## src/rtl/alu.sv

```systemverilog
// rtl/alu.sv - registered single-cycle ALU with status flags
// Define ALU_EXT_OPS_EN to add OR (opcode 10) and XOR (opcode 11).
module alu #(
    parameter int BUS_WIDTH = 8
) (
    input  logic                 clk,
    input  logic                 rst,
    input  logic [3:0]           opcode,
    input  logic [BUS_WIDTH-1:0] a,
    input  logic [BUS_WIDTH-1:0] b,
    input  logic                 carry_in,
    output logic [BUS_WIDTH-1:0] y,
    output logic                 carry_out,
    output logic                 borrow,
    output logic                 zero,
    output logic                 parity,
    output logic                 invalid_op
);

    localparam logic [3:0] OP_ADD       = 4'd1;
    localparam logic [3:0] OP_ADD_CARRY = 4'd2;
    localparam logic [3:0] OP_SUB       = 4'd3;
    localparam logic [3:0] OP_INC       = 4'd4;
    localparam logic [3:0] OP_DEC       = 4'd5;
    localparam logic [3:0] OP_AND       = 4'd6;
    localparam logic [3:0] OP_NOT       = 4'd7;
    localparam logic [3:0] OP_ROL       = 4'd8;
    localparam logic [3:0] OP_ROR       = 4'd9;
`ifdef ALU_EXT_OPS_EN
    localparam logic [3:0] OP_OR        = 4'd10;
    localparam logic [3:0] OP_XOR       = 4'd11;
`endif

    localparam logic [BUS_WIDTH:0] ONE_EXT = {{BUS_WIDTH{1'b0}}, 1'b1};

    logic [BUS_WIDTH-1:0] y_d, y_q;
    logic                 carry_d, carry_q;
    logic                 borrow_d, borrow_q;
    logic                 zero_d, zero_q;
    logic                 parity_d, parity_q;
    logic                 invalid_d, invalid_q;

    logic [BUS_WIDTH:0]   sum_ext;
    logic [BUS_WIDTH:0]   diff_ext;
    logic [BUS_WIDTH:0]   cin_ext;

    // The (BUS_WIDTH+1)-bit sum/difference carries carry and borrow in its MSB.
    always_comb begin
        cin_ext  = {{BUS_WIDTH{1'b0}}, (opcode == OP_ADD_CARRY) ? carry_in : 1'b0};
        sum_ext  = {1'b0, a} + {1'b0, b} + cin_ext;
        diff_ext = {1'b0, a} - {1'b0, b};
    end

    always_comb begin
        y_d       = '0;
        carry_d   = 1'b0;
        borrow_d  = 1'b0;
        invalid_d = 1'b0;
        unique case (opcode)
            OP_ADD, OP_ADD_CARRY: begin
                y_d     = sum_ext[BUS_WIDTH-1:0];
                carry_d = sum_ext[BUS_WIDTH];
            end
            OP_SUB: begin
                y_d      = diff_ext[BUS_WIDTH-1:0];
                borrow_d = diff_ext[BUS_WIDTH];
            end
            OP_INC: begin
                y_d     = a + ONE_EXT[BUS_WIDTH-1:0];
                carry_d = &a;
            end
            OP_DEC: begin
                y_d      = a - ONE_EXT[BUS_WIDTH-1:0];
                borrow_d = ~|a;
            end
            OP_AND: y_d = a & b;
            OP_NOT: y_d = ~a;
            OP_ROL: y_d = {a[BUS_WIDTH-2:0], a[BUS_WIDTH-1]};
            OP_ROR: y_d = {a[0], a[BUS_WIDTH-1:1]};
`ifdef ALU_EXT_OPS_EN
            OP_OR:  y_d = a | b;
            OP_XOR: y_d = a ^ b;
`endif
            default: invalid_d = 1'b1;
        endcase
        zero_d   = ~|y_d;
        parity_d = ^y_d;
    end

    always_ff @(posedge clk or posedge rst) begin
        if (rst) begin
            y_q       <= '0;
            carry_q   <= 1'b0;
            borrow_q  <= 1'b0;
            zero_q    <= 1'b0;
            parity_q  <= 1'b0;
            invalid_q <= 1'b0;
        end else begin
            y_q       <= y_d;
            carry_q   <= carry_d;
            borrow_q  <= borrow_d;
            zero_q    <= zero_d;
            parity_q  <= parity_d;
            invalid_q <= invalid_d;
        end
    end

    assign y          = y_q;
    assign carry_out  = carry_q;
    assign borrow     = borrow_q;
    assign zero       = zero_q;
    assign parity     = parity_q;
    assign invalid_op = invalid_q;

endmodule

```

## config.mk

```make
export PLATFORM = sky130hd
export DESIGN_NAME = alu
export DESIGN_NICKNAME = d
export VERILOG_FILES = /design/src/rtl/alu.sv
export SDC_FILE = /design/constraint.sdc
export NUM_CORES = 1
export LEC_CHECK = 0
export CAP_MARGIN = 15
export CORE_MARGIN = 2
export CORE_UTILIZATION = 34
export CTS_CLUSTER_SIZE = 8
export DETAILED_ROUTE_END_ITERATION = 12
export SLEW_MARGIN = 15
export SYNTH_ARGS = -nofsm -noshare
export SYNTH_HDL_FRONTEND = slang
export SYNTH_SLANG_ARGS = --single-unit
```

## constraint.sdc

```tcl
create_clock -name clk -period 0.8 [get_ports clk]
set_clock_uncertainty 0.2 [all_clocks]
set_input_delay 0.16 -clock clk [delete_from_list [all_inputs] [get_ports clk]]
set_output_delay 0.16 -clock clk [all_outputs]
set_load 0.02 [all_outputs]
```

* Yosys cells after proc, flatten, opt, wreduce, memory -nomap -nowiden
Index checks and enable logic that the tools add are counted.
Cells by class: $add $sub $neg 5, equal/unequal tests 9, multiplexer cells 5, bitwise logic cells 2, reduce and logical (&&, ||, !) cells 8
Operators by type and width (number):
- $pmux 8 s8 | 1
- $eq 4x3->1 const B | 4
- $reduce_or 8->1 | 2
- $add 8x8->9 | 1
- $add 9x1->9 | 1
- $reduce_or 9->1 | 1
- $sub 8x8->9 | 1
- $add 8x1->8 const B | 1
- $and 8x8->8 | 1
- $eq 4x2->1 const B | 2
- $eq 4x4->1 const B | 2
- $not 8->8 | 1
- $reduce_and 8->1 | 1
- $reduce_xor 8->1 | 1
- $sub 8x1->8 const B | 1
- $eq 4x1->1 const B | 1
- $pmux 1 s2 | 2
- $logic_not 1->1 | 2
- $mux 1 | 2
- $reduce_or 2->1 | 1
Storage, ports and cells: register bits 13, input port bits 23, output and inout bits 13, word-level logic and storage cells 35

* Longest topological paths before layout
depth in word-level cells 6, gate-level depth with buffers 15, gate-level depth less buffers 14

* Worst setup path after synthesis
No wires, ideal clock.
path type input -> register, start input port opcode[2], end register parity_q (netlist: parity), data arrival time 2.833 ns, required time 0.520 ns, path slack -2.313 ns, stages 14, path through buf_2 nand4bb_1 buf_4 xnor2_1 ha_1 or4_4 or4_4 o21ai_2 xor2_1 a21oi_1 o221a_2 ha_1 xnor2_1 xnor2_1
On the way: word-level cells in the longest chain between the ends 5
Ends and longest elaborated chain:
- from (decl) | RTL line 8 | input logic [3:0] opcode,
- $eq 4x2->1 | RTL line 49, 59
- $mux 1 | RTL line 49 | cin_ext = {{BUS_WIDTH{1'b0}}, (opcode == OP_ADD_CARRY) ? carry_in : 1'b0};
- $add 9x1->9 | RTL line 50 | sum_ext = {1'b0, a} + {1'b0, b} + cin_ext;
- $pmux 8 s8 (*) | RTL line 59 | unique case (opcode)
- $reduce_xor 8->1 (*) | RTL line 87 | parity_d = ^y_d;
- via parity_d | RTL line 40 | logic parity_d, parity_q;
- to (signal assigned) | RTL line 103 | parity_q <= parity_d;
- to (decl) | RTL line 40
The timed path passes the listed nets; every way through them passes the cells marked *.

* Final worst setup path
start input port opcode[1], end register parity_q (netlist: parity)
The elaborated chain is that of the path after synthesis.

==> out/qor.csv <==
stage,metric,value,unit
status,status,"complete, but fails checks",
status,violations,setup timing,
power_and_ir_drop,total_power,3.60,mW
floorplanning,dieWidth,79.0,um
sta,timing.fmax,368,MHz
logic_synthesis,ys_seq_area_share,17.0,%
flow_run,drv_cap,0,
routing,ant_nets,0,
cts,cts_max_level,1,
routing,wirelength,6050,um
placement,place_area,0.00287,mm^2
layout,nets,395,
layout,finalInstanceArea,0.00335,mm^2
cts,cts_tree,yes,
sta,slew_headroom,71.7,%
sta,fin_crit,2.72,ns
logic_synthesis,synth_top_area_share,17.0,%
setup_path,startpoint_type,primary input,
sta,rsz0062_at_grt,yes,
setup_path,cp_slowest_cell,or4_4,
floorplanning,core_area,0.00547,mm^2
cts,cts_root_buffer,clkbuf_8,
global_route,antenna_found_initial,0,
logic_synthesis,synthTopCellsByCount,"ha_1 (21), inv_1 (19), nand2_1 (19), nor2_1 (16), a21oi_1 (15)",
logic_synthesis,synth_edf_count,0,
global_route,grt_overflow,0,
logic_synthesis,mappedNetlistNets,285,
routing,first_pass_iters,4,
logic_synthesis,synth_area,0.00191,mm^2
layout,drive_gt1_share,49.6,%
floorplanning,ios,36,
placement,dp.cells,400,
setup_path,worstSetupPathType,primary input to flip-flop,
floorplanning,die_h,79.0,um
cts,clk_pin_slew,0.05,ns
sta,finalWorstSetupSlack,-1.92,ns
logic_synthesis,synth.largest_area_cell,dfrtp_1,
logic_synthesis,ys_seq_elements,13,
floorplanning,std_cell_rows,27,
setup_path,critPathCaptureType,flip-flop,
sta,setup_violations,26,
global_route,grt_pass1_wl,9590,um
layout,synthToLayoutAreaGrowth,75.2,%
logic_synthesis,ys_types,60,
placement,place_ws,-2.79,ns
logic_synthesis,syn_area_per_cell,8.04,um^2
logic_synthesis,synth.area.top_cells,"dfrtp_1 (17%), ha_1 (14%), xnor2_1 (4.6%)",
logic_synthesis,synthFlopType,dfrtp_1,
power_and_ir_drop,ir_drop,0.837,mV
sta,hold_violations,0,
sta,min_period_over_period,340,%
cts,clockBufferDepth,2,
routing,via_per_inst,5.19,
setup_path,cpPeakStageDelay,0.44,ns
cts,cts_hold_buffers,0,
setup_path,crit_required,0.72,ns
setup_path,cp_cell_sequence,buf_6 -> nand4bb_4 -> xnor2_1 -> ha_2 -> or4_4 -> or4_4 -> o21ai_4 -> xor2_1 -> a21oi_2 -> o221a_2 -> ha_4 -> xnor2_2 -> xnor2_1,
cts,cts_buffers,3,
setup_path,critPathArrivalTime,2.64,ns
worst_hold_path,hold_class,primary input to asynchronous set/reset pin,
routing,drc_errors,0,
global_route,grt_max_degree,29,
sta,holdWs,0.0267,ns
layout,post-route-util,61.2,%
layout,final_cells,419,
logic_synthesis,yosysWarnings,0,
placement,hpwl,4830,um
routing,drt_iter0_drc,102,
logic_synthesis,netlist_instances,238,
logic_synthesis,synthArstFlopShare,100,%
floorplanning,start_util,35.0,%
global_route,grt_util_all_layers,19.3,%
placement,port_buffers,35,
setup_path,critPathMaxFanout,2,
routing,vias,2174,
power_and_ir_drop,leakage,1.51,nW
sta,slew_violations,0,
sta,worst_slew_pin_slew,0.414,ns
cts,cts.sinks,13,
logic_synthesis,yosysMostFrequentCell,ha_1,
power_and_ir_drop,power_density,1070,mW/mm^2
sta,setup_tns,-20.04,ns
layout,antenna_cells,0,
global_route,grt_pass1_vias,2015,
routing,wl_per_cell,14.4,um
placement,place.gp.congestion,0.881,
floorplanning,fp.dieArea,0.00624,mm^2
==> layout by cell type, fill, tap and decap left out, types with 4 or more instances in the layout <==
| cell type | synthesis | layout |
|---|---|---|
| a21oi_1 | 15 | 8 |
| dlygate4sd2_1 | 0 | 7 |
| nor2_1 | 16 | 12 |
| ha_4 | 0 | 5 |
| inv_2 | 0 | 5 |
| a221oi_1 | 4 | 4 |
| dfrtp_1 | 13 | 13 |
| a21oi_2 | 0 | 6 |
| o21ai_0 | 13 | 8 |
| nor2_2 | 1 | 4 |
| inv_1 | 19 | 12 |
| buf_4 | 6 | 72 |
| ha_1 | 21 | 14 |
| nand2b_1 | 7 | 6 |
| and3_1 | 4 | 4 |
| clkdlybuf4s50_1 | 0 | 7 |
| buf_6 | 1 | 27 |
| nor3_1 | 4 | 4 |
| xnor2_1 | 10 | 7 |
| nand2_1 | 19 | 16 |
| nand3_1 | 5 | 4 |
| xor2_1 | 8 | 6 |
==> final cells by class <==
type / count / area (um^2)
Fill cell: 485 / 2120
Clock buffer: 4 / 45.0
Multi-Input combinational cell: 191 / 1740
Sequential cell: 13 / 325
Timing Repair Buffer: 120 / 1060
Inverter: 19 / 86.3
Tap cell: 72 / 90.1
==> cell families after synthesis <==
logic type / Yosys count / synth area share (%)
AO/OA/AOI/OAI: 66 / 24.6
XOR/XNOR: 18 / 8.24
adder cells (fa/ha/maj): 24 / 16.9
buffers and inverters: 34 / 8.89
flip-flops: 13 / 17.0
multiplexers: 4 / 2.16
AND/OR/NAND/NOR: 79 / 22.2
==> timing repair <==
item / CTS / global route
pin swaps: 48 / 28
gates resized for setup: 161 / 32
gates cloned: 0 / 0
setup buffers: 11 / 9
setup endpoints to repair: 26 / 26
==> flip-flops by register name, summed over array words and instances (netlist names) <==
name,cells
carry_out,1
y,8
parity,1
invalid_op,1
zero,1
borrow,1
==> per-layer routing <==
| layer | GRT usage [%] | up-vias | part of all wire [%] |
|---|---|---|---|
| met1 | 25.0 | 1036 | 44 |
| met4 | 4.66 | 0 | 0.59 |
| met3 | 0.909 | 4 | 4.2 |
| met5 | 0 | - | 0 |
| li1 | - | 1086 | - |
| met2 | 35.0 | 48 | 51 |
==> power breakdown <==
part	total, mW	switching, mW	internal (mW)
sequential	0.796	0.0415	0.754
clock	0.551	0.202	0.349
combinational	2.26	1.06	1.20
total	3.60	1.30	2.30
==> worst max-delay path, delay by kind of cell <==
| kind | cells | cell delay [ns] |
|---|---|---|
| AOI/OAI and AO/OA | 3 | 0.45 |
| xor gates and xnor gates | 4 | 0.48 |
| adders and majority gates | 2 | 0.38 |
| buffers and inverters | 1 | 0.09 |
| and+or+nand+nor | 3 | 1.06 |
==> path summary, 6_finish.rpt <==
| check | startpoint | end | slack, ns | depth (start not counted) |
|---|---|---|---|---|
| max | opcode[1] | parity$_DFF_PP0_ | -1.92 | 13 |
| max in group asynchronous | rst | borrow$_DFF_PP0_ | 0.26 | 3 |
| min | rst | invalid_op$_DFF_PP0_ | 0.03 | 3 |
| min in group clk | opcode[3] | invalid_op$_DFF_PP0_ | 0.19 | 5 |
(Power assumes the default switching activity.)
